--- config.mk ---
export PLATFORM = sky130hd
export DESIGN_NAME = operand_byte_loader
export DESIGN_NICKNAME = d
export VERILOG_FILES = /design/src/rtl/adder_pkg.sv /design/src/rtl/operand_byte_loader_packer.sv /design/src/rtl/operand_byte_loader.sv
export SDC_FILE = /design/constraint.sdc
export NUM_CORES = 1
export LEC_CHECK = 0
export ABC_AREA = 1
export ABC_CLOCK_PERIOD_IN_PS = 3300
export BUFFER_PORTS_ARGS = -buffer_cell sky130_fd_sc_hd__buf_4
export CAP_MARGIN = 20
export CORE_ASPECT_RATIO = 1.4
export CORE_MARGIN = 1
export CORE_UTILIZATION = 30
export CTS_CLUSTER_SIZE = 16
export DETAILED_ROUTE_END_ITERATION = 16
export SLEW_MARGIN = 20
export SYNTH_ARGS = -nofsm -noshare
export SYNTH_HDL_FRONTEND = slang
export SYNTH_SLANG_ARGS = --single-unit
--- constraint.sdc ---
create_clock -name clk -period 3.3 [get_ports clk]
set_clock_uncertainty 0.1 [all_clocks]
set_input_delay 0.66 -clock clk [delete_from_list [all_inputs] [get_ports clk]]
set_output_delay 0.66 -clock clk [all_outputs]
set_load 0.05 [all_outputs]
--- src/rtl/adder_pkg.sv ---
// Shared types for the carry-select adder operand path.
// Provides the loader FSM state type and the serial byte width.
package adder_pkg;

  localparam int BYTE_W = 8;

  typedef enum logic [1:0] {
    LOAD_A,
    LOAD_B,
    PRESENT
  } loader_state_t;

endpackage

--- src/rtl/operand_byte_loader_packer.sv ---
// byte_packer: byte-lane write register, one lane per load.
// Ports: clk, areset_n, clear, load, idx (lane), data (byte), q (word).
module byte_packer
  import adder_pkg::*;
#(
  parameter int WIDTH = 32,
  localparam int NB = WIDTH / BYTE_W,
  localparam int IW = (NB > 1) ? $clog2(NB) : 1
) (
  input  logic              clk,
  input  logic              areset_n,
  input  logic              clear,
  input  logic              load,
  input  logic [IW-1:0]     idx,
  input  logic [BYTE_W-1:0] data,
  output logic [WIDTH-1:0]  q
);

  always_ff @(posedge clk or negedge areset_n) begin
    if (!areset_n) begin
      q <= '0;
    end else if (clear) begin
      q <= '0;
    end else if (load) begin
      q[idx*BYTE_W +: BYTE_W] <= data;
    end
  end

endmodule

--- src/rtl/operand_byte_loader.sv ---
// operand_byte_loader: assembles A then B (LSB first) from a byte stream
// and presents them to the adder over out_valid/out_ready.
// Ports: clk, areset_n, flush, in_byte/in_valid/in_ready (serial side),
// op_a/op_b/out_valid/out_ready (adder side), busy.
// Optional macro OPERAND_PARITY_EN adds in_parity and par_err.
module operand_byte_loader
  import adder_pkg::*;
#(
  parameter int WIDTH = 32
) (
  input  logic              clk,
  input  logic              areset_n,
  input  logic              flush,
  input  logic [BYTE_W-1:0] in_byte,
  input  logic              in_valid,
  output logic              in_ready,
`ifdef OPERAND_PARITY_EN
  input  logic              in_parity,
  output logic              par_err,
`endif
  output logic [WIDTH-1:0]  op_a,
  output logic [WIDTH-1:0]  op_b,
  output logic              out_valid,
  input  logic              out_ready,
  output logic              busy
);

  localparam int NBYTES = WIDTH / BYTE_W;
  localparam int CW = $clog2(NBYTES);
  localparam logic [CW-1:0] LAST = CW'(NBYTES - 1);

  loader_state_t state, state_nx;
  logic [CW-1:0] cnt, cnt_nx;
  logic          wr_a, wr_b, clr;
  logic          xfer, last;

`ifdef OPERAND_PARITY_EN
  logic pair_bad, bad_nx, par_nx, byte_bad;
  assign byte_bad = ^{in_byte, in_parity};
`endif

  // Held low in reset so nothing is accepted before the FSM is live.
  assign in_ready  = areset_n & (state != PRESENT);
  assign out_valid = (state == PRESENT);
  assign busy      = (state != LOAD_A) | (cnt != '0);
  assign xfer      = in_valid & in_ready;
  assign last      = (cnt == LAST);

  always_ff @(posedge clk or negedge areset_n) begin
    if (!areset_n) begin
      state <= LOAD_A;
      cnt   <= '0;
`ifdef OPERAND_PARITY_EN
      pair_bad <= 1'b0;
      par_err  <= 1'b0;
`endif
    end else begin
      state <= state_nx;
      cnt   <= cnt_nx;
`ifdef OPERAND_PARITY_EN
      pair_bad <= bad_nx;
      par_err  <= par_nx;
`endif
    end
  end

  always_comb begin
    state_nx = state;
    cnt_nx   = cnt;
    wr_a     = 1'b0;
    wr_b     = 1'b0;
    clr      = 1'b0;
`ifdef OPERAND_PARITY_EN
    bad_nx   = pair_bad;
    par_nx   = 1'b0;
`endif
    if (flush) begin
      state_nx = LOAD_A;
      cnt_nx   = '0;
      clr      = 1'b1;
`ifdef OPERAND_PARITY_EN
      bad_nx   = 1'b0;
`endif
    end else begin
      unique case (state)
        LOAD_A: begin
          if (xfer) begin
            wr_a = 1'b1;
`ifdef OPERAND_PARITY_EN
            bad_nx = pair_bad | byte_bad;
`endif
            if (last) begin
              cnt_nx   = '0;
              state_nx = LOAD_B;
            end else begin
              cnt_nx = cnt + CW'(1);
            end
          end
        end
        LOAD_B: begin
          if (xfer) begin
            wr_b = 1'b1;
`ifdef OPERAND_PARITY_EN
            bad_nx = pair_bad | byte_bad;
`endif
            if (last) begin
              cnt_nx = '0;
`ifdef OPERAND_PARITY_EN
              if (pair_bad | byte_bad) begin
                state_nx = LOAD_A;
                par_nx   = 1'b1;
                bad_nx   = 1'b0;
              end else begin
                state_nx = PRESENT;
              end
`else
              state_nx = PRESENT;
`endif
            end else begin
              cnt_nx = cnt + CW'(1);
            end
          end
        end
        PRESENT: begin
          if (out_ready) state_nx = LOAD_A;
        end
        default: state_nx = LOAD_A;
      endcase
    end
  end

  byte_packer #(.WIDTH(WIDTH)) u_pack_a (
    .clk      (clk),
    .areset_n (areset_n),
    .clear    (clr),
    .load     (wr_a),
    .idx      (cnt),
    .data     (in_byte),
    .q        (op_a)
  );

  byte_packer #(.WIDTH(WIDTH)) u_pack_b (
    .clk      (clk),
    .areset_n (areset_n),
    .clear    (clr),
    .load     (wr_b),
    .idx      (cnt),
    .data     (in_byte),
    .q        (op_b)
  );

endmodule

**Yosys cells after proc, flatten, opt, wreduce, memory -nomap -nowiden**

Index checks and enable logic that the tools add are counted.

- Output and inout port bits: 67
- Bits in registers: 68
- Bits of input ports: 13
- Word-level logic and storage cells: 53

- Equal/unequal tests: 9
- Bitwise logic cells: 3
- Reductions and logical operators: 10
- Multiplexer cells: 23
- Add/sub/neg operators: 2
- Shift-type cells: 2

Operator list:

| cell | number |
|---|---|
| two-way mux 32 bit | 4 |
| bitwise mux 32 bit | 2 |
| negation 5 -> 34 bit | 1 |
| variable shift 8 x 34 -> 32 bit (first input constant) | 1 |
| variable part select 8 x 34 -> 32 bit | 1 |
| two-way mux 2 bit | 10 |
| inequality test 3 bit (second input constant) | 4 |
| nonzero test 2 bit | 6 |
| two-way mux 1 bit | 6 |
| case mux 2 bit (3 select lines) | 1 |
| AND reduction 5 bit | 1 |
| equality test 2 bit (second input constant) | 2 |
| inequality test 3 x 2 -> 1 bit (second input constant) | 1 |
| adder 2 x 1 -> 2 bit (second input constant) | 1 |
| AND 1 bit | 2 |
| equality test 2 x 1 -> 1 bit (second input constant) | 1 |
| zero test 2 bit | 1 |
| inequality test 2 bit (second input constant) | 1 |
| AND reduction 2 bit | 1 |
| OR reduction 2 bit | 1 |
| bitwise OR 1 bit | 1 |

**Longest topological paths before layout**

- Depth after elaboration: 8
- Mapped depth: 9
- Mapped depth without buffers: 8

**Modules after synthesis**

A second synthesis with hierarchy kept.

- Cell total of the unflattened synthesis: 409
- Area total of the unflattened synthesis: 3,286.9 µm²

Modules (own cells, without submodules):

| module | times used | cells an instance | area each (µm²) |
|---|---|---|---|
| byte_packer (u_pack_a) | 1 | 184 | 1,491.4 |
| byte_packer (u_pack_b) | 1 | 182 | 1,465.2 |
| operand_byte_loader | 1 | 43 | 330.3 |

**Worst setup path after synthesis**

OpenSTA, ideal clock, no wires.

- Path kind: reg-to-output
- Start point: reg state[0]
- End point: out in_ready
- Path buffers: 0
- Path slack: 1,109 ps
- Arrival time: 1,431 ps
- Stages on the path, launching flop included: 5
- Cells stage by stage: dfrtp_1 inv_1 nand2_1 inv_1 nor2_1

- Longest elaborated chain between the ends: 2

RTL lines:

| element | line | RTL |
|---|---|---|
| from (decl) | operand_byte_loader.sv:32 | `loader_state_t state, state_nx;` |
| from (signal assigned) | operand_byte_loader.sv:58 | `state <= state_nx;` |
| inequality test 2 bit | operand_byte_loader.sv:43 | `assign in_ready = areset_n & (state != PRESENT);` |
| AND 1 bit | operand_byte_loader.sv:43 |  |
| to (decl) | operand_byte_loader.sv:16 | `output logic in_ready,` |

No other way between the ends.

**Worst setup path after layout**

- Start point: reg cnt[0]
- End point: out busy

- Longest elaborated chain between the ends: 2

RTL lines:

| element | line | RTL |
|---|---|---|
| from (decl) | operand_byte_loader.sv:33 | `logic [CW-1:0] cnt, cnt_nx;` |
| from (signal assigned) | operand_byte_loader.sv:59 | `cnt <= cnt_nx;` |
| nonzero test 2 bit | operand_byte_loader.sv:45 | `assign busy = (state != LOAD_A) \| (cnt != '0);` |
| bitwise OR 1 bit | operand_byte_loader.sv:45 |  |
| to (decl) | operand_byte_loader.sv:25 | `output logic busy` |

No other way between the ends.

==> impl_metrics.toml <==
[run_status]
status = "finished, final reports clean"

[clock_tree]
cts_resized = 0
cts-root-buf = "clkbuf_16"
cts_tree = "built"
clock_sinks = 68
clkTransAtPathRegs_ns = 0.05
numCtsBuffers = 9
post-cts-setup-buffers = 0
ctsHoldBuffers = 0
clockBufferDepth = 2
htree_levels = 3
clkLatencyLatePin_ns = 0.33

[global_routing]
antenna_found_initial = 0
grt_pass1_wl_um = 13200
track_usage_pct = 16.2
grt_max_degree = 63
grt_overflow = 0
first_global_vias = 2753

[setup_path]
cp.arrival_ns = 1.75
crit_fanout = 15
crit_required_ns = 2.54
worstSetupEndpointType = "output pin"
crit_chain = "inv_1 > ha_1 > nand3_1 > buf_4"
slowest_stage = "dfrtp_1"
crit_type = "flip-flop to output pin"
cp-start-kind = "flip-flop"
reg2regPathDepth = 8
max_stage_delay_ns = 0.62

[sta]
finalHoldViolations = 0
relSlewSlack_pct = 49.2
worst_slew_pin_slew_ns = 0.762
max_freq_ghz = 0.399
finalMaxSlewViolations = 0
rsz0062_at_grt = "false"
fin_crit_ns = 2.51
finalSetupViolCount = 0
min_period_over_period_pct = 76.0
hold_ws_ns = 0.0523
fin_setup_tns_ns = 0

[routing]
wl_per_cell_um = 13.5
avgViaCountPerCell = 4.58
dr_total_vias = 2838
routed_wl_um = 8350
ant_nets = 0
drc_errors = 0
drt-pass1-iter-count = 4
drtIter0Drc = 104

[placed_design]
io_buffers = 79
dpl.cell_count = 603
gp_congestion = 0.857
hpwlAfterDp_um = 6410

[layout]
fin_nets = 494
syn2layout_area_growth_pct = 30.8
final_cells = 619
antenna_cells = 0
drive_gt1_share_pct = 22.5

[logic_synthesis]
synthCells = 399
ys_ff_latch = 68
synth_fa_ha_area_share_pct = 1.97
synth_area_leaders = "dfrtp_1 (54%), nand2_1 (20%), nand3_1 (12%), nor2_1 (4.6%), ha_1 (2.0%)"
synth_edf_count = 0
syn_area_um2 = 3170
synth_top_area_share_pct = 53.6
synth_compound_area_share_pct = 0
ys_seq_area_share_pct = 53.6
synth.distinct_cells = 15
synth_xor_area_share_pct = 0
async_flop_share_pct = 100
synthMuxAreaShare_pct = 0
yosysMostFrequentCell = "nand2_1"
synth_top_family_by_area = "simple AND/OR/NAND/NOR gates"
synth_common_cells = "nand2_1 (170), nand3_1 (75), dfrtp_1 (68)"
syn-num-nets = 417
synth-simple-area-share_pct = 39.6
avgSynthCellArea_um2 = 7.95
ys_warn_count = 0
synthFlopType = "dfrtp_1"
yosysTopAreaCell = "dfrtp_1"

[job]
maxCapViolations = 0

[power_and_ir_drop]
p_switching_uw = 684
clkPwrFrac_pct = 40.9
p_sw_share_pct = 30.1
p_seq_share_pct = 39.5
ir_drop_v = 0.000181
p_leak_uw = 0.00232
combPwrFrac_pct = 19.6
internal_power_uw = 1590
p_per_area_nw_per_um2 = 548

[die]
chipHeight_um = 124
top_level_ports = 80
die-area_um2 = 11000
core_um2 = 10300
placementRows = 44
initial_utilization_pct = 30.6
die_x_um = 88.9

[min_path]
hold_path.class = "input port to async pin"
[metal layers]
layer  global-route usage (%)  part of all wire [%]  vias to the layer above
li1                         -                     -                     1422
met1                     18.8                    41                     1326
met2                     27.9                    53                       76
met3                     3.78                   4.2                       14
met4                     7.66                   2.4                        0
met5                        0                     0                        -
[through the flow]
stage          worst slack, ns  util, %  instance area [µm²]  power (µW)
5_1_grt                  0.642     40.1                 4150        2380
3_5_place_dp              1.12     37.2                 3850        1360
2_1_floorplan             1.11        -                 3170        1240
4_1_cts                  0.786     40.1                 4150        2300
3_3_place_gp              1.16     37.2                 3850        1350
6_report                 0.791     40.1                 4150        2270
[cell usage in the layout, fill, tap and decap left out, drive strengths merged]
master  synthesis  routed
nor2           41      41
nand2         177     177
clkbuf          0      16
nand3          76      76
nand4           2       2
dfrtp          68      68
or2             2       2
ha              5       5
inv            12      12
buf            15      81
nor3            1       1
[power by group through the flow]
stage | Sequential [µW] | Combinational (µW) | Clock [µW]
after floorplan | 988 | 251 | 0
after global routing | 902 | 497 | 984
after CTS | 898 | 448 | 953
after global placement | 911 | 441 | 0
after detailed placement | 912 | 447 | 0
final | 898 | 445 | 931
[final cells by class]
cell class	instances	area, µm²
Fill cell	1085	6200
Sequential cell	68	1700
Multi-Input combinational cell	304	1320
Timing Repair Buffer	81	608
Clock buffer	16	302
Tap cell	138	173
Inverter	12	45.0
[state kept, by name, indices dropped and copies added, names as in the netlist]
signal / flops
u_pack_a.q: 32
state: 2
u_pack_b.q: 32
cnt: 2
[final timing paths]
path,slack (ns),start,end
worst max register to register,1.14,cnt[0]$_DFFE_PN0P_,u_pack_a.q[22]$_DFFE_PN0P_
max in group asynchronous,2.08,areset_n,cnt[1]$_DFFE_PN0P_
worst max-delay path,0.79,cnt[0]$_DFFE_PN0P_,busy
worst min-delay path,0.05,areset_n,u_pack_b.q[14]$_DFFE_PN0P_
worst min register to register,0.37,u_pack_a.q[22]$_DFFE_PN0P_,u_pack_a.q[22]$_DFFE_PN0P_
min in group clk,0.37,u_pack_a.q[22]$_DFFE_PN0P_,u_pack_a.q[22]$_DFFE_PN0P_
[cells by family after synthesis]
family                   count (synthesis)
AND/OR/NAND/NOR                        299
flip-flops                              68
adder cells (fa/ha/maj)                  5
buffers and inverters                   27
[worst max-delay path, delay by kind of cell (launching register included)]
kind	cells	cell delay (ns)
buffers and inverters	2	0.36
and+or+nand+nor	1	0.12
DFF	1	0.62
adders and majority gates	1	0.32
Note: power is estimated with default switching activity, not from simulation.
